--- config.mk ---
export PLATFORM = sky130hd
export DESIGN_NAME = pipeline_hazard_ctrl_flat
export DESIGN_NICKNAME = d
export VERILOG_FILES = /design/src/rtl/pipeline_hazard_ctrl_if.sv /design/src/rtl/pipeline_hazard_ctrl.sv /design/src/flat_wrapper.sv
export SDC_FILE = /design/constraint.sdc
export NUM_CORES = 1
export LEC_CHECK = 0
export ABC_CLOCK_PERIOD_IN_PS = 1300
export BUFFER_PORTS_ARGS = -buffer_cell sky130_fd_sc_hd__buf_2
export CORE_ASPECT_RATIO = 1.2
export CORE_MARGIN = 3
export CORE_UTILIZATION = 39
export DETAILED_ROUTE_END_ITERATION = 10
export PLACE_DENSITY_LB_ADDON = 0.1
export SLEW_MARGIN = 20
export SYNTH_ARGS = -nofsm -noshare
export SYNTH_HDL_FRONTEND = slang
export SYNTH_SLANG_ARGS = --single-unit
--- constraint.sdc ---
create_clock -name clk -period 1.3 [get_ports clk]
set_input_delay 0.13 -clock clk [delete_from_list [all_inputs] [get_ports clk]]
set_output_delay 0.13 -clock clk [all_outputs]
set_load 0.03 [all_outputs]
--- src/rtl/pipeline_hazard_ctrl_if.sv ---
// Hazard-controller bundle: datapath stage fields in, forwarding selects and stall/flush enables out.
// The datapath side uses the master modport; the hazard controller uses the slave modport.
interface pipeline_hazard_ctrl_if #(
  parameter int REG_W = 4
);
  logic [REG_W-1:0] RA1D;
  logic [REG_W-1:0] RA2D;
  logic [REG_W-1:0] RA1E;
  logic [REG_W-1:0] RA2E;
  logic [REG_W-1:0] WA3E;
  logic             MemtoRegE;
  logic [REG_W-1:0] WA3M;
  logic             RegWriteM;
  logic             MemReqM;
  logic             MemReady;
  logic [REG_W-1:0] WA3W;
  logic             RegWriteW;
  logic             PCSrcW;

  logic [1:0]       ForwardAE;
  logic [1:0]       ForwardBE;
  logic             StallF;
  logic             StallD;
  logic             StallE;
  logic             StallM;
  logic             FlushD;
  logic             FlushE;
  logic             FlushM;
  logic             FlushW;
  logic             MemAbort;
  logic             mem_err;

  modport master (
    output RA1D, RA2D, RA1E, RA2E, WA3E, MemtoRegE, WA3M, RegWriteM,
           MemReqM, MemReady, WA3W, RegWriteW, PCSrcW,
    input  ForwardAE, ForwardBE, StallF, StallD, StallE, StallM,
           FlushD, FlushE, FlushM, FlushW, MemAbort, mem_err
  );

  modport slave (
    input  RA1D, RA2D, RA1E, RA2E, WA3E, MemtoRegE, WA3M, RegWriteM,
           MemReqM, MemReady, WA3W, RegWriteW, PCSrcW,
    output ForwardAE, ForwardBE, StallF, StallD, StallE, StallM,
           FlushD, FlushE, FlushM, FlushW, MemAbort, mem_err
  );
endinterface

--- src/rtl/pipeline_hazard_ctrl.sv ---
// Hazard/sequencing controller for a 5-stage F/D/E/M/W pipeline: forwarding, load-use stall,
// data-memory wait with timeout, W-stage branch squash. Macro HAZARD_PERF_EN adds state-cycle counters.
module pipeline_hazard_ctrl #(
  parameter int REG_W       = 4,
  parameter int MEM_TIMEOUT = 16,
  parameter int CNT_W       = 16
) (
  input  logic                 clk,
  input  logic                 reset_n,
  pipeline_hazard_ctrl_if.slave hz
`ifdef HAZARD_PERF_EN
  ,
  output logic [CNT_W-1:0]     ld_stall_cnt,
  output logic [CNT_W-1:0]     mem_wait_cnt,
  output logic [CNT_W-1:0]     squash_cnt
`endif
);

  localparam logic [REG_W-1:0] PC_REG    = REG_W'(15);
  localparam int               WC_W      = (MEM_TIMEOUT > 1) ? $clog2(MEM_TIMEOUT) : 1;
  localparam logic [WC_W-1:0]  WAIT_LAST = WC_W'(MEM_TIMEOUT - 1);

  typedef enum logic [1:0] {
    ST_RUN     = 2'd0,
    ST_LDSTALL = 2'd1,
    ST_MEMWAIT = 2'd2,
    ST_SQUASH  = 2'd3
  } state_t;

  state_t          r_state;
  logic [WC_W-1:0] r_wait_cnt;
  logic            r_mem_err;

  state_t          w_state_next;
  logic [WC_W-1:0] w_wait_next;
  logic            w_err_set;
  logic [3:0]      w_stall;     // {M, E, D, F}
  logic [3:0]      w_flush;     // {W, M, E, D}
  logic            w_mem_abort;
  logic            w_mem_pending;
  logic            w_timeout;
  logic            w_mem_hold;
  logic            w_load_use;

  // Forwarding: one selector per E-stage source operand; M result wins over W result.
  logic [REG_W-1:0] w_src_e [2];
  logic [1:0]       w_fwd   [2];

  assign w_src_e[0] = hz.RA1E;
  assign w_src_e[1] = hz.RA2E;

  genvar gi;
  generate
    for (gi = 0; gi < 2; gi++) begin : g_fwd
      assign w_fwd[gi] =
        (!reset_n || (w_src_e[gi] == PC_REG))           ? 2'b00 :
        (hz.RegWriteM && (hz.WA3M == w_src_e[gi]))      ? 2'b10 :
        (hz.RegWriteW && (hz.WA3W == w_src_e[gi]))      ? 2'b01 :
                                                          2'b00;
    end
  endgenerate

  assign hz.ForwardAE = w_fwd[0];
  assign hz.ForwardBE = w_fwd[1];

  assign w_mem_pending = hz.MemReqM && !hz.MemReady;
  assign w_timeout     = w_mem_pending && (r_wait_cnt == WAIT_LAST);
  assign w_mem_hold    = w_mem_pending && !w_timeout;
  // A hazard seen while already stalled (load-use or memory wait) gets no second bubble.
  assign w_load_use    = hz.MemtoRegE && (hz.WA3E != PC_REG) &&
                         ((hz.WA3E == hz.RA1D) || (hz.WA3E == hz.RA2D)) &&
                         (r_state != ST_LDSTALL) && (r_state != ST_MEMWAIT);

  always_comb begin
    w_stall      = 4'b0000;
    w_flush      = 4'b0000;
    w_mem_abort  = 1'b0;
    w_state_next = ST_RUN;
    w_wait_next  = '0;
    w_err_set    = 1'b0;
    if (!reset_n) begin
      w_flush = 4'b1111;
    end else begin
      if (r_state == ST_SQUASH) begin
        w_flush[0] = 1'b1;
      end
      if (hz.PCSrcW) begin
        w_flush[2:0] = 3'b111;
        w_mem_abort  = (r_state == ST_MEMWAIT) || hz.MemReqM;
        w_state_next = ST_SQUASH;
      end else if (w_mem_hold) begin
        w_stall      = 4'b1111;
        w_flush[3]   = 1'b1;
        w_state_next = ST_MEMWAIT;
        w_wait_next  = r_wait_cnt + 1'b1;
      end else begin
        // A timed-out access is released exactly as if the memory had answered.
        w_err_set = w_timeout;
        if (w_load_use) begin
          w_stall[1:0] = 2'b11;
          w_flush[1]   = 1'b1;
          w_state_next = ST_LDSTALL;
        end
      end
    end
  end

  always_ff @(posedge clk) begin
    if (!reset_n) begin
      r_state    <= ST_RUN;
      r_wait_cnt <= '0;
      r_mem_err  <= 1'b0;
    end else begin
      r_state    <= w_state_next;
      r_wait_cnt <= w_wait_next;
      if (w_err_set) begin
        r_mem_err <= 1'b1;
      end
    end
  end

  assign hz.StallF   = w_stall[0];
  assign hz.StallD   = w_stall[1];
  assign hz.StallE   = w_stall[2];
  assign hz.StallM   = w_stall[3];
  assign hz.FlushD   = w_flush[0];
  assign hz.FlushE   = w_flush[1];
  assign hz.FlushM   = w_flush[2];
  assign hz.FlushW   = w_flush[3];
  assign hz.MemAbort = w_mem_abort;
  assign hz.mem_err  = r_mem_err;

`ifdef HAZARD_PERF_EN
  // Saturating per-state cycle counters, index order: LDSTALL, MEMWAIT, SQUASH.
  logic [2:0] w_in_state;
  assign w_in_state[0] = (r_state == ST_LDSTALL);
  assign w_in_state[1] = (r_state == ST_MEMWAIT);
  assign w_in_state[2] = (r_state == ST_SQUASH);

  generate
    for (gi = 0; gi < 3; gi++) begin : g_perf
      logic [CNT_W-1:0] r_cnt;
      always_ff @(posedge clk) begin
        if (!reset_n) begin
          r_cnt <= '0;
        end else if (w_in_state[gi] && (r_cnt != {CNT_W{1'b1}})) begin
          r_cnt <= r_cnt + 1'b1;
        end
      end
    end
  endgenerate

  assign ld_stall_cnt = g_perf[0].r_cnt;
  assign mem_wait_cnt = g_perf[1].r_cnt;
  assign squash_cnt   = g_perf[2].r_cnt;
`else
  // The counter width only matters when the counters exist; still reject a nonsensical value.
  generate
    if (CNT_W < 1) begin : g_bad_cnt_w
      $error("CNT_W must be at least 1");
    end
  endgenerate
`endif

endmodule

--- src/flat_wrapper.sv ---
// flat-port wrapper written by rule: the top's interface ports become plain ports
module pipeline_hazard_ctrl_flat 
#(
  parameter int REG_W       = 4,
  parameter int MEM_TIMEOUT = 16,
  parameter int CNT_W       = 16
)
  (clk, reset_n, hz_RA1D, hz_RA2D, hz_RA1E, hz_RA2E, hz_WA3E, hz_MemtoRegE, hz_WA3M, hz_RegWriteM, hz_MemReqM, hz_MemReady, hz_WA3W, hz_RegWriteW, hz_PCSrcW, hz_ForwardAE, hz_ForwardBE, hz_StallF, hz_StallD, hz_StallE, hz_StallM, hz_FlushD, hz_FlushE, hz_FlushM, hz_FlushW, hz_MemAbort, hz_mem_err);
  pipeline_hazard_ctrl_if #(.REG_W(REG_W)) hz_i ();
  input  logic clk;
  input  logic reset_n;
  input wire logic [$bits(hz_i.RA1D)-1:0] hz_RA1D;
  input wire logic [$bits(hz_i.RA2D)-1:0] hz_RA2D;
  input wire logic [$bits(hz_i.RA1E)-1:0] hz_RA1E;
  input wire logic [$bits(hz_i.RA2E)-1:0] hz_RA2E;
  input wire logic [$bits(hz_i.WA3E)-1:0] hz_WA3E;
  input wire logic [$bits(hz_i.MemtoRegE)-1:0] hz_MemtoRegE;
  input wire logic [$bits(hz_i.WA3M)-1:0] hz_WA3M;
  input wire logic [$bits(hz_i.RegWriteM)-1:0] hz_RegWriteM;
  input wire logic [$bits(hz_i.MemReqM)-1:0] hz_MemReqM;
  input wire logic [$bits(hz_i.MemReady)-1:0] hz_MemReady;
  input wire logic [$bits(hz_i.WA3W)-1:0] hz_WA3W;
  input wire logic [$bits(hz_i.RegWriteW)-1:0] hz_RegWriteW;
  input wire logic [$bits(hz_i.PCSrcW)-1:0] hz_PCSrcW;
  output wire logic [$bits(hz_i.ForwardAE)-1:0] hz_ForwardAE;
  output wire logic [$bits(hz_i.ForwardBE)-1:0] hz_ForwardBE;
  output wire logic [$bits(hz_i.StallF)-1:0] hz_StallF;
  output wire logic [$bits(hz_i.StallD)-1:0] hz_StallD;
  output wire logic [$bits(hz_i.StallE)-1:0] hz_StallE;
  output wire logic [$bits(hz_i.StallM)-1:0] hz_StallM;
  output wire logic [$bits(hz_i.FlushD)-1:0] hz_FlushD;
  output wire logic [$bits(hz_i.FlushE)-1:0] hz_FlushE;
  output wire logic [$bits(hz_i.FlushM)-1:0] hz_FlushM;
  output wire logic [$bits(hz_i.FlushW)-1:0] hz_FlushW;
  output wire logic [$bits(hz_i.MemAbort)-1:0] hz_MemAbort;
  output wire logic [$bits(hz_i.mem_err)-1:0] hz_mem_err;
  assign hz_i.RA1D = hz_RA1D;
  assign hz_i.RA2D = hz_RA2D;
  assign hz_i.RA1E = hz_RA1E;
  assign hz_i.RA2E = hz_RA2E;
  assign hz_i.WA3E = hz_WA3E;
  assign hz_i.MemtoRegE = hz_MemtoRegE;
  assign hz_i.WA3M = hz_WA3M;
  assign hz_i.RegWriteM = hz_RegWriteM;
  assign hz_i.MemReqM = hz_MemReqM;
  assign hz_i.MemReady = hz_MemReady;
  assign hz_i.WA3W = hz_WA3W;
  assign hz_i.RegWriteW = hz_RegWriteW;
  assign hz_i.PCSrcW = hz_PCSrcW;
  assign hz_ForwardAE = hz_i.ForwardAE;
  assign hz_ForwardBE = hz_i.ForwardBE;
  assign hz_StallF = hz_i.StallF;
  assign hz_StallD = hz_i.StallD;
  assign hz_StallE = hz_i.StallE;
  assign hz_StallM = hz_i.StallM;
  assign hz_FlushD = hz_i.FlushD;
  assign hz_FlushE = hz_i.FlushE;
  assign hz_FlushM = hz_i.FlushM;
  assign hz_FlushW = hz_i.FlushW;
  assign hz_MemAbort = hz_i.MemAbort;
  assign hz_mem_err = hz_i.mem_err;
  pipeline_hazard_ctrl #(.REG_W(REG_W), .MEM_TIMEOUT(MEM_TIMEOUT), .CNT_W(CNT_W)) u_core (.clk(clk), .reset_n(reset_n), .hz(hz_i));
endmodule
# ---- After elaboration in Yosys (flattened, before gate mapping)
# Cells that the tools add are included.
dict set report word_totals {
  input_bits 36
  wordCells 67
  ram_bits 0
  romBits 0
  ff_bits 7
  latchBits 0
  n_memories 0
}
dict set report classes {
  n_mux 28
  order_cmp 0
  addsub 1
  mul 0
  shift 0
  n_div 0
  n_reduce_logical 19
  n_bitwise 2
  eq_ne 14
}
# operator n
set op_table {}
lappend op_table {{== test 4 bit} 6}
lappend op_table {{2-to-1 mux 2 bit} 9}
lappend op_table {{2-to-1 mux 1 bit} 16}
lappend op_table {{== test 4 bit (second input constant)} 3}
lappend op_table {{2-to-1 mux 4 bit} 3}
lappend op_table {{logical AND 1 bit} 11}
lappend op_table {{adder 4 x 1 -> 4 bit (second input constant)} 1}
lappend op_table {{== test 2 bit (second input constant)} 2}
lappend op_table {{logical OR 1 bit} 4}
lappend op_table {{!= test 4 bit (second input constant)} 1}
lappend op_table {{logical NOT 1 bit} 3}
lappend op_table {{OR reduction 3 bit} 1}
lappend op_table {{!= test 2 x 1 -> 1 bit (second input constant)} 1}
lappend op_table {{!= test 2 bit (second input constant)} 1}
lappend op_table {{inverter 1 bit} 2}

# ---- Longest topological paths before layout
# Gate-level depths: netlist (run 1).
dict set report logic_depth {
  ltp_word 9
  depth_mapped 5
}

# ---- Worst setup path before layout (run 1)
# OpenSTA, ideal clock, no wires.
dict set report synth_timing {
  kind {input to output}
  start {in reset_n}
  end {out hz_StallF}
  cell_stages 5
  slack_ns -0.648
  required_ns 1.170
  arrival_time_ns 1.818
  path_cell_list {buf_2 -> and2b_1 -> inv_1 -> o31ai_1 -> buf_4}
}
dict set report synth_between {
  elab_chain_len 1
}
# element line
set synth_rtl {}
lappend synth_rtl {{start, declared} flat_wrapper.sv:11} ;# input logic reset_n;
lappend synth_rtl {{2-to-1 mux 4 bit} pipeline_hazard_ctrl.sv:81} ;# if (!reset_n) begin
lappend synth_rtl {{end, declared} flat_wrapper.sv:27} ;# output wire logic [$bits(hz_i.StallF)-1:0] hz_StallF;
# Every way passes these cells.

# ---- Worst setup path in the final report (run 1)
dict set report layout_timing {
  start {reg u_core.r_state[1]}
  end {out hz_FlushE}
}
dict set report layout_between {
  elab_chain_len 7
  word_cells_on_any_way 8
  classes_between {2 x eq/ne; 4 x mux; 2 x reduce/logical}
}
# element line
set layout_rtl {}
lappend layout_rtl {{start, declared} pipeline_hazard_ctrl.sv:30} ;# state_t r_state;
lappend layout_rtl {{start signal, assigned} pipeline_hazard_ctrl.sv:114} ;# r_state <= w_state_next;
lappend layout_rtl {{!= test 2 x 1 -> 1 bit} pipeline_hazard_ctrl.sv:72} ;# (r_state != ST_LDSTALL) && (r_state != ST_MEMWAIT);
lappend layout_rtl {{logical AND 1 bit} pipeline_hazard_ctrl.sv:71} ;# ((hz.WA3E == hz.RA1D) || (hz.WA3E == hz.RA2D)) &&
lappend layout_rtl {{logical AND 1 bit (*)} pipeline_hazard_ctrl.sv:72}
lappend layout_rtl {{2-to-1 mux 1 bit (*)} pipeline_hazard_ctrl.sv:99} ;# if (w_load_use) begin
lappend layout_rtl {{2-to-1 mux 1 bit (*)} pipeline_hazard_ctrl.sv:91} ;# end else if (w_mem_hold) begin
lappend layout_rtl {{2-to-1 mux 1 bit (*)} pipeline_hazard_ctrl.sv:87} ;# if (hz.PCSrcW) begin
lappend layout_rtl {{2-to-1 mux 4 bit (*)} pipeline_hazard_ctrl.sv:81}
lappend layout_rtl {{end, declared} flat_wrapper.sv:32} ;# output wire logic [$bits(hz_i.FlushE)-1:0] hz_FlushE;
# Mark *: on every way between the ends. The rest lies on a longest branch, timed or not.

==> results of run 1 <==
[cells in the mapped netlist, drive strengths merged]
cell    instances
xnor2          16
nor3            2
o31ai           3
and2b           1
nor2            5
and3            2
ha              1
nand2b          1
o21a            1
nand3           7
and2            1
a21oi           2
nand2           7
o22ai           1
nor4            3
buf             3
nand4           5
dfxtp           7
o21ai           1
inv             5
a22o            1
xor2            8
nor2b           3
a41oi           1
[power by group]
part	switching [mW]	leakage (nW)	internal, mW
Sequential	0.00543	0.0585	0.221
Combinational	0.193	0.562	0.189
Clock	0.0869	0.0150	0.118
[cell type report]
cell class,instances,area share
multi-input combinational,72,0.457
timing repair buffer,75,0.389
sequential,7,0.105
clock buffer,4,0.0190
inverter,5,0.0154
tap,17,0.0154
[worst max-delay path: stages, from the launching register on]
cell	delay, ns
sky130_fd_sc_hd__dfxtp_2	0.34
sky130_fd_sc_hd__xnor2_2	0.17
sky130_fd_sc_hd__nand3_2	0.16
sky130_fd_sc_hd__o31ai_4	0.28
sky130_fd_sc_hd__buf_6	0.16
[cells by family (layout without fill, tap and decap cells)]
family | after synthesis | after routing | share of synthesized area
AND/OR/NAND/NOR | 37 | 37 | 0.289
buffers and inverters | 8 | 84 | 0.0586
flip-flops | 7 | 7 | 0.212
adder cells (fa/ha/maj) | 1 | 1 | 0.0189
AO/OA/AOI/OAI | 10 | 10 | 0.104
XOR/XNOR | 24 | 24 | 0.318
[path summary, 6_finish.rpt]
kind / startpoint / to / cells after the start
worst min register to register: u_core.hz.mem_err / u_core.hz.mem_err / 1
worst max-delay path: u_core.r_state[1] / hz_FlushE / 4
worst max register to register: u_core.r_state[1] / u_core.r_state[0] / 5
worst min-delay path: hz_PCSrcW / u_core.r_state[1] / 3
[sequential cells by signal (all words and copies together) (netlist names)]
register           count
u_core.r_state         2
u_core.hz.mem_err      1
u_core.r_wait_cnt      4
[metal layers]
layer	global-route usage	vias to the layer above	wire, um
met2	0.466	64	1660
met3	0.0317	14	190
li1	-	452	-
met5	0	-	0
met1	0.209	461	962
met4	0.0905	0	105
[what timing repair did]
| item | 4_1_cts | 5_1_grt |
|---|---|---|
| setup endpoints to repair | 7 | 10 |
| setup buffers | 5 | 4 |
| pin swaps | 6 | 16 |
| gates resized for setup | 27 | 28 |
[per-stage QoR]
step | setup TNS, ns | worst slack, ns | instances | power [mW] | instance area (um^2)
final | -0.805 | -0.190 | 180 | 0.813 | 1380
after global routing | -1.18 | -0.250 | 180 | 0.849 | 1380
after CTS | -0.748 | -0.175 | 177 | 0.750 | 1260
after detailed placement | -0.606 | -0.195 | 168 | 0.515 | 1080
after global placement | -0.503 | -0.160 | 168 | 0.507 | 1080
after floorplan | -0.235 | -0.185 | 87 | 0.379 | 706
==> impl_metrics.sql, run 1 <==
INSERT INTO impl_metrics (metric_group, metric, value, unit) VALUES
('logic_synthesis', 'post_synthesis_sequential_area_ratio', '0.212', ''),
('die', 'initial_utilization', '0.435', ''),
('power_and_ir_drop', 'total_leakage_power', '0.635', 'nW'),
('die', 'die-width', '43.6', 'um'),
('finish', 'post_route_cells_drive_above_1_share', '0.626', ''),
('worst_hold_path', 'holdCritPathClass', 'input pin to flop', ''),
('logic_synthesis', 'syn_avg_cell_area', '7.61', 'um^2'),
('run_status', 'violated_checks', 'setup timing', ''),
('global_routing', 'initial_antenna_violation_count', '0', ''),
('logic_synthesis', 'synthesis.area', '662', 'um^2'),
('routing', 'route.detailed.vias_per_inst', '5.51', ''),
('power_and_ir_drop', 'irDropWorstVdd', '0.325', 'mV'),
('timing', 'worst_hold_slack', '0.195', 'ns'),
('routing', 'drcViolationCount', '0', ''),
('cts', 'worstSkewPairLatency', '0.25', 'ns'),
('die', 'core_outline_area', '0.00152', 'mm^2'),
('timing', 'fmaxAchievable', '671', 'MHz'),
('die', 'rows', '15', ''),
('cts', 'cts_inserted_buffers', '3', ''),
('timing', 'post-route-min-period', '1.49', 'ns'),
('cts', 'tritoncts_clock_tree', 'built', ''),
('timing', 'max_slew_margin', '0.756', ''),
('timing', 'layout_worst_path_cycle_share', '1.15', ''),
('finish', 'ff_latch_area', '145', 'um^2'),
('cts', 'cts-root-buf', 'sky130_fd_sc_hd__clkbuf_4', ''),
('cts', 'clkSinkCount', '7', ''),
('finish', 'most-common-layout-cells', 'sky130_fd_sc_hd__buf_2, sky130_fd_sc_hd__buf_4, sky130_fd_sc_hd__buf_6', ''),
('logic_synthesis', 'yosys_warnings', '0', ''),
('logic_synthesis', 'mappedNetlistNets', '124', ''),
('cts', 'ctsHtreeMaxLevel', '1', ''),
('global_routing', 'gr-usage-all-layers', '0.226', ''),
('critical_path', 'timing.reg2reg.setup_slack', '0.04', 'ns'),
('finish', 'finish.utilization', '0.910', ''),
('critical_path', 'timing.setup.critical_path_class', 'flop to output pin', ''),
('logic_synthesis', 'post_synth_main_area_contributors', 'sky130_fd_sc_hd__dfxtp_1, sky130_fd_sc_hd__xnor2_1, sky130_fd_sc_hd__xor2_1', ''),
('critical_path', 'crit_arrival', '1.36', 'ns'),
('cts', 'cts.hold.buffers_added', '0', ''),
('die', 'die_h', '51.1', 'um'),
('routing', 'number_of_nets_with_antenna_violations_after_routing', '0', ''),
('power_and_ir_drop', 'pwr_density_cell', '587', 'mW/mm^2'),
('global_routing', 'grt.overflow.total', '0', ''),
('placed_design', 'routability_congestion_estimate', '0.816', ''),
('critical_path', 'endpoint_kind_of_the_worst_setup_timing_path', 'output pin', ''),
('logic_synthesis', 'ys_ff_latch', '7', ''),
('finish', 'num-fill-cells', '67', ''),
('logic_synthesis', 'syn-instance-count', '87', ''),
('logic_synthesis', 'yosysUniqueCellTypes', '25', ''),
('finish', 'insertedDiodeCount', '0', ''),
('logic_synthesis', 'yosysTopAreaCell', 'sky130_fd_sc_hd__dfxtp_1', ''),
('timing', 'finalHoldViolations', '0', ''),
('die', 'area_of_the_die', '0.00223', 'mm^2'),
('timing', 'post-route-worst-setup-slack', '-0.190', 'ns'),
('logic_synthesis', 'synthDominantCellAreaShare', '0.212', ''),
('flow_run', 'max-cap-violations', '0', ''),
('placed_design', 'placement.io_buffers', '49', ''),
('finish', 'layout_stage_area_growth_over_the_synthesis_result', '109', '%'),
('timing', 'clock-skew-final', '0.0131', 'ns'),
('routing', 'detailedRoute.firstIterationViolations', '30', ''),
('global_routing', 'pin_count_of_the_biggest_net_entering_global_routing', '10', ''),
('critical_path', 'worst_setup_path_start_kind', 'flop', ''),
('finish', 'multiInputGateArea', '632', 'um^2'),
('timing', 'setup_violations', '8', ''),
('cts', 'ctsLongestPathBuffers', '2', ''),
('critical_path', 'cp_max_fanout', '3', ''),
('finish', 'nets', '201', ''),
('timing', 'rsz0062_at_grt', 'yes', ''),
('routing', 'postRouteWirelength', '2920', 'um'),
('global_routing', 'grt_pass1_vias', '955', ''),
('finish', 'final_common_cell', 'sky130_fd_sc_hd__buf_2', ''),
('placed_design', 'detailed_place_hpwl', '1740', 'um'),
('cts', 'path_clk_slew', '0.06', 'ns'),
('die', 'design.portCount', '50', ''),
('timing', 'tightestPinTransition', '0.366', 'ns'),
('run_status', 'status', 'complete, but fails checks', ''),
('routing', 'post_drt_wl_per_cell', '16.2', 'um'),
('routing', 'route.vias.total', '991', ''),
('global_routing', 'grt_pass1_wl', '3830', 'um'),
('critical_path', 'cp_data_required_time', '1.17', 'ns'),
('timing', 'maxSlewViolCount', '0', ''),
('routing', 'firstDrtPassIters', '5', '');
Power figures use the tool's default switching activity.
==> run 2, diff against run 1 <==
- CELL_PAD_IN_SITES_DETAIL_PLACEMENT: unset -> 1
- CELL_PAD_IN_SITES_GLOBAL_PLACEMENT: unset -> 1
- CORE_UTILIZATION: 39 -> 25
==> impl_metrics.sql, run 2 (synthesis gave the netlist of run 1 again) <==
INSERT INTO impl_metrics (metric_group, metric, value, unit) VALUES
('finish', 'largest_register_ffs', '4', ''),
('routing', 'number_of_nets_with_antenna_violations_after_routing', '0', ''),
('run_status', 'status', 'complete, but fails checks', ''),
('power_and_ir_drop', 'total_leakage_power', '0.592', 'nW'),
('routing', 'wl_met2', '1600', 'um'),
('finish', 'most-common-layout-cells', 'sky130_fd_sc_hd__buf_2, sky130_fd_sc_hd__buf_4, sky130_fd_sc_hd__xnor2_1', ''),
('worst_hold_path', 'holdCritPathClass', 'input pin to flop', ''),
('placed_design', 'placement.io_buffers', '49', ''),
('critical_path', 'timing.setup.critical_path_class', 'flop to output pin', ''),
('die', 'area_of_the_die', '0.00330', 'mm^2'),
('critical_path', 'worst_r2r_startpoint', 'u_core.r_wait_cnt[0]', ''),
('power_and_ir_drop', 'pwr_density_cell', '587', 'mW/mm^2'),
('timing', 'tightestPinTransition', '0.360', 'ns'),
('routing', 'post_drt_wl_per_cell', '13.8', 'um'),
('placed_design', 'routability_congestion_estimate', '0.707', ''),
('finish', 'final_common_cell', 'sky130_fd_sc_hd__buf_2', ''),
('cts', 'tritoncts_clock_tree', 'built', ''),
('critical_path', 'timing.critical_path.slowest_cell_delay', '0.35', 'ns'),
('die', 'core_outline_area', '0.00240', 'mm^2'),
('finish', 'max_flop_register', 'u_core.r_wait_cnt', ''),
('timing', 'maxSlewViolCount', '0', ''),
('timing', 'layout_worst_path_cycle_share', '1.15', ''),
('placed_design', 'place_inst', '182', ''),
('critical_path', 'cp_data_required_time', '1.17', 'ns'),
('routing', 'detailedRoute.firstIterationViolations', '4', ''),
('critical_path', 'crit_chain', 'ha_4, nand3_4, nand3_4, inv_4, o31ai_4, buf_6', ''),
('global_routing', 'grt.overflow.total', '0', ''),
('routing', 'route.vias.total', '899', ''),
('routing', 'wl_met1', '899', 'um'),
('timing', 'tns', '-0.945', 'ns'),
('cts', 'clkSinkCount', '7', ''),
('timing', 'finalHoldViolations', '0', ''),
('routing', 'route.detailed.vias_per_inst', '4.76', ''),
('die', 'rows', '19', ''),
('cts', 'cts-root-buf', 'sky130_fd_sc_hd__clkbuf_4', ''),
('finish', 'nets', '196', ''),
('critical_path', 'reg2regPathDepth', '6', ''),
('critical_path', 'critical_path.top_delay_family', 'flip-flops', ''),
('finish', 'post_route_cells_drive_above_1_share', '0.576', ''),
('timing', 'worst_hold_slack', '0.170', 'ns'),
('finish', 'finish.utilization', '0.536', ''),
('timing', 'setup_violations', '6', ''),
('placed_design', 'dpl_worst_slack', '-0.218', 'ns'),
('die', 'die_h', '62.4', 'um'),
('global_routing', 'pin_count_of_the_biggest_net_entering_global_routing', '10', ''),
('finish', 'layout_stage_area_growth_over_the_synthesis_result', '94.3', '%'),
('routing', 'firstDrtPassIters', '4', ''),
('critical_path', 'worst_setup_path_start_kind', 'flop', ''),
('timing', 'post-route-worst-setup-slack', '-0.198', 'ns'),
('power_and_ir_drop', 'irDropWorstVdd', '0.350', 'mV'),
('worst_hold_path', 'hold_start', 'hz_PCSrcW', ''),
('run_status', 'violated_checks', 'setup timing', ''),
('routing', 'postRouteWirelength', '2600', 'um'),
('cts', 'ctsHtreeMaxLevel', '1', ''),
('die', 'initial_utilization', '0.276', ''),
('die', 'design.portCount', '50', ''),
('global_routing', 'initial_antenna_violation_count', '0', ''),
('timing', 'rsz0062_at_grt', 'yes', ''),
('critical_path', 'timing.reg2reg.setup_slack', '0.11', 'ns'),
('timing', 'post-route-min-period', '1.50', 'ns'),
('finish', 'insertedDiodeCount', '0', ''),
('critical_path', 'worstPathBufferInverterCount', '2', ''),
('finish', 'post_route_insts_no_fill', '189', ''),
('timing', 'clock-skew-final', '0.00280', 'ns'),
('global_routing', 'grt_pass1_wl', '4130', 'um'),
('placed_design', 'placedInstanceArea', '0.00110', 'mm^2'),
('critical_path', 'cp_max_fanout', '3', ''),
('flow_run', 'max-cap-violations', '0', ''),
('global_routing', 'grt_pass1_vias', '977', ''),
('global_routing', 'gr-usage-all-layers', '0.165', ''),
('cts', 'ctsLongestPathBuffers', '2', ''),
('die', 'die-width', '53.0', 'um'),
('critical_path', 'r2r_end', 'u_core.r_wait_cnt[2]', ''),
('power_and_ir_drop', 'p_total', '755', 'uW'),
('timing', 'fmaxAchievable', '667', 'MHz'),
('worst_hold_path', 'holdPathEnd', 'u_core.r_state[1]', ''),
('routing', 'detail_route_met3_wl', '94', 'um'),
('critical_path', 'endpoint_kind_of_the_worst_setup_timing_path', 'output pin', ''),
('critical_path', 'crit_top_cell', 'sky130_fd_sc_hd__nand3_4', ''),
('routing', 'drcViolationCount', '0', ''),
('finish', 'postLayoutCellArea', '0.00129', 'mm^2'),
('placed_design', 'detailed_place_hpwl', '2050', 'um'),
('critical_path', 'crit_slowest_cell', 'sky130_fd_sc_hd__dfxtp_2', ''),
('cts', 'cts_inserted_buffers', '3', ''),
('critical_path', 'crit_arrival', '1.37', 'ns'),
('routing', 'top_layer_used', 'met4', ''),
('cts', 'worstSkewPairLatency', '0.25', 'ns'),
('cts', 'path_clk_slew', '0.05', 'ns'),
('worst_hold_path', 'timing.hold.worst_path_depth', '3', ''),
('timing', 'max_slew_margin', '0.760', '');
## run 2: cell count changes in the layout (fill, tap and decap cells not counted), moves of 2 or more
cell,delta
sky130_fd_sc_hd__buf_6,-10
sky130_fd_sc_hd__buf_4,-4
sky130_fd_sc_hd__xor2_1,+2
sky130_fd_sc_hd__xor2_2,-2
sky130_fd_sc_hd__buf_2,+8
## run 2: worst min-delay path, delay by kind of cell
family / cells / cell delay (ns)
AOI/OAI and AO/OA: 1 / 0.04
buffers and inverters: 1 / 0.11
and+or+nand+nor: 1 / 0.09
## run 2: where the power goes
part	switching [mW]	leakage (nW)	total (mW)	internal [mW]
registers	0.00511	0.0583	0.226	0.221
clock network	0.0814	0.0150	0.199	0.117
logic	0.171	0.519	0.330	0.160
## run 2: layout make-up
| type | count | area [um^2] |
|---|---|---|
| fillers | 311 | 1110 |
| well taps | 31 | 38.8 |
| repair buffers | 70 | 455 |
| inverters | 5 | 21.3 |
| multi-input cells | 72 | 601 |
| flip-flops and latches | 7 | 144 |
| clock buffers | 4 | 26.3 |
## run 2: routing by layer
metal	global-route usage	up-vias
met2	0.343	28
met4	0.0575	0
met3	0.0144	2
met5	0	-
met1	0.152	426
li1	-	443
## run 2: worst max-delay path by stage
stage / from / endpoint / cells after the start
2_1_floorplan: hz_WA3E[1] / hz_StallF / 5
3_3_place_gp: hz_WA3E[1] / hz_StallD / 6
3_5_place_dp: hz_WA3E[1] / hz_StallD / 6
4_1_cts: u_core.r_wait_cnt[1] / hz_FlushE / 6
5_1_grt: u_core.r_wait_cnt[0] / hz_FlushE / 6
6_report: u_core.r_wait_cnt[0] / hz_FlushE / 6
## run 2: timing repair
action / 4_1_cts / 5_1_grt
buffers inserted: 2 / 1
hold buffers: 0 / 0
pin swaps: 3 / 4
setup endpoints to repair: 7 / 9
hold endpoints to repair: 0 / 0
gates cloned: 0 / 0
gates resized for setup: 24 / 6
==> run 3, diff against run 2 <==
- CELL_PAD_IN_SITES_GLOBAL_PLACEMENT: 1 -> 2
- CORE_UTILIZATION: 25 -> 19
==> impl_metrics.sql, run 3 (synthesis gave the netlist of run 1 again) <==
INSERT INTO impl_metrics (metric_group, metric, value, unit) VALUES
('routing', 'number_of_nets_with_antenna_violations_after_routing', '0', ''),
('power_and_ir_drop', 'power.sequential.fraction', '0.277', ''),
('die', 'core_outline_area', '0.00319', 'mm^2'),
('die', 'initial_utilization', '0.207', ''),
('power_and_ir_drop', 'internal-power', '532', 'uW'),
('flow_run', 'max-cap-violations', '0', ''),
('critical_path', 'endpoint_kind_of_the_worst_setup_timing_path', 'output pin', ''),
('finish', 'largest_register_ffs', '4', ''),
('cts', 'cts-root-buf', 'sky130_fd_sc_hd__clkbuf_4', ''),
('die', 'die_h', '70.7', 'um'),
('timing', 'fmaxAchievable', '664', 'MHz'),
('finish', 'post_route_cells_drive_above_1_share', '0.642', ''),
('power_and_ir_drop', 'pwr_density_cell', '559', 'mW/mm^2'),
('die', 'design.portCount', '50', ''),
('placed_design', 'placement.io_buffers', '49', ''),
('routing', 'route.vias.total', '901', ''),
('power_and_ir_drop', 'p_switching', '279', 'uW'),
('routing', 'post_drt_wl_per_cell', '13.2', 'um'),
('routing', 'postRouteWirelength', '2650', 'um'),
('die', 'die-width', '59.9', 'um'),
('routing', 'detailedRoute.firstIterationViolations', '13', ''),
('timing', 'max_slew_margin', '0.761', ''),
('routing', 'firstDrtPassIters', '4', ''),
('global_routing', 'pin_count_of_the_biggest_net_entering_global_routing', '10', ''),
('timing', 'maxSlewViolCount', '0', ''),
('power_and_ir_drop', 'power.share.clock', '0.252', ''),
('finish', 'num-fill-cells', '389', ''),
('finish', 'final_common_cell', 'sky130_fd_sc_hd__buf_2', ''),
('global_routing', 'grt_pass1_vias', '983', ''),
('timing', 'finalHoldViolations', '0', ''),
('cts', 'ctsLongestPathBuffers', '2', ''),
('routing', 'drcViolationCount', '0', ''),
('die', 'area_of_the_die', '0.00423', 'mm^2'),
('finish', 'finish.utilization', '0.454', ''),
('power_and_ir_drop', 'irDropWorstVdd', '0.419', 'mV'),
('timing', 'layout_worst_path_cycle_share', '1.16', ''),
('power_and_ir_drop', 'comb_power_share', '0.471', ''),
('finish', 'max_flop_register', 'u_core.r_wait_cnt', ''),
('timing', 'post-route-min-period', '1.51', 'ns'),
('finish', 'most-common-layout-cells', 'sky130_fd_sc_hd__buf_2, sky130_fd_sc_hd__buf_4, sky130_fd_sc_hd__buf_6', ''),
('timing', 'setup_violations', '6', ''),
('finish', 'postLayoutCellArea', '0.00145', 'mm^2'),
('timing', 'worst_hold_slack', '0.207', 'ns'),
('global_routing', 'gr-usage-all-layers', '0.128', ''),
('placed_design', 'detailed_place_hpwl', '2130', 'um'),
('cts', 'worstSkewPairLatency', '0.25', 'ns'),
('run_status', 'status', 'complete, but fails checks', ''),
('power_and_ir_drop', 'total_leakage_power', '0.648', 'nW'),
('placed_design', 'routability_congestion_estimate', '0.715', ''),
('timing', 'rsz0062_at_grt', 'yes', ''),
('cts', 'ctsHtreeMaxLevel', '1', ''),
('worst_hold_path', 'holdCritPathClass', 'input pin to flop', ''),
('cts', 'path_clk_slew', '0.05', 'ns'),
('critical_path', 'cp_max_fanout', '3', ''),
('timing', 'tightestPinTransition', '0.359', 'ns'),
('finish', 'layout_stage_area_growth_over_the_synthesis_result', '119', '%'),
('finish', 'insertedDiodeCount', '0', ''),
('global_routing', 'grt_pass1_wl', '4210', 'um'),
('run_status', 'violated_checks', 'setup timing', ''),
('timing', 'post-route-worst-setup-slack', '-0.207', 'ns'),
('cts', 'cts_inserted_buffers', '3', ''),
('routing', 'route.detailed.vias_per_inst', '4.48', ''),
('timing', 'clock-skew-final', '0.000522', 'ns'),
('critical_path', 'cp_data_required_time', '1.17', 'ns'),
('critical_path', 'crit_arrival', '1.38', 'ns'),
('cts', 'clkSinkCount', '7', ''),
('global_routing', 'initial_antenna_violation_count', '0', ''),
('die', 'rows', '22', ''),
('placed_design', 'placedInstanceArea', '0.00113', 'mm^2'),
('finish', 'nets', '203', ''),
('global_routing', 'grt.overflow.total', '0', ''),
('critical_path', 'timing.setup.critical_path_class', 'flop to output pin', ''),
('power_and_ir_drop', 'swShare', '0.344', ''),
('critical_path', 'worst_setup_path_start_kind', 'flop', ''),
('cts', 'tritoncts_clock_tree', 'built', '');
## run 3: changes by cell type in the layout (fill, tap and decap cells not counted), sizes merged
cell | previous run | this run
buf | 70 | 77
## run 3: critical path, stage by stage (launching register included)
cell and delay [ns]:
sky130_fd_sc_hd__dfxtp_4 0.35, sky130_fd_sc_hd__xnor2_2 0.16, sky130_fd_sc_hd__nand3_2 0.15, sky130_fd_sc_hd__o31ai_4 0.29, sky130_fd_sc_hd__buf_6 0.17
## run 3: path summary, 6_finish.rpt
path	start	slack [ns]	cells past startpoint	endpoint
hold reg to reg	u_core.hz.mem_err	0.47	1	u_core.hz.mem_err
setup reg to reg	u_core.r_wait_cnt[0]	0.06	7	u_core.r_state[1]
setup / recovery	u_core.r_state[0]	-0.21	4	hz_FlushE
hold / removal	hz_PCSrcW	0.21	3	u_core.r_state[1]
## run 3: power groups by stage
stage / Clock [mW] / Sequential (mW) / Combinational [mW]
final: 0.204 / 0.224 / 0.382
after floorplan: 0 / 0.228 / 0.152
after CTS: 0.209 / 0.227 / 0.342
after detailed placement: 0 / 0.229 / 0.303
after global routing: 0.224 / 0.225 / 0.416
after global placement: 0 / 0.228 / 0.296
## run 3: layout make-up
cell class | instances | area (um^2) | area share
Tap cell | 36 | 45.0 | 0.0311
Clock buffer | 4 | 26.3 | 0.0181
Multi-Input combinational cell | 72 | 652 | 0.450
Sequential cell | 7 | 150 | 0.104
Timing Repair Buffer | 77 | 556 | 0.383
Inverter | 5 | 21.3 | 0.0147
## run 3: repair_timing
action                                  in CTS  in global routing
pin swaps                                    5                 11
buffers inserted                             6                  2
gates resized for setup                     29                 32
hold endpoints to repair                     0                  0
endpoints found under the setup margin       7                 12
hold buffers                                 0                  0
## run 3: per-layer routing
layer  part of all wire  GRT usage  wire length (um)  vias to the layer above
li1                   -          -                 -                      456
met1               0.36      0.140               943                      417
met2               0.60      0.244              1590                       26
met3              0.041     0.0164               108                        2
met4             0.0053     0.0369                14                        0
met5                  0          0                 0                        -
## run 3: per-stage QoR
stage	setup WS, ns	std cells	total power [mW]	setup TNS [ns]
2_1_floorplan	-0.185	87	0.379	-0.235
3_3_place_gp	-0.196	190	0.524	-0.645
3_5_place_dp	-0.248	190	0.532	-0.781
4_1_cts	-0.174	200	0.777	-0.796
5_1_grt	-0.266	201	0.865	-1.41
6_report	-0.207	201	0.810	-0.829
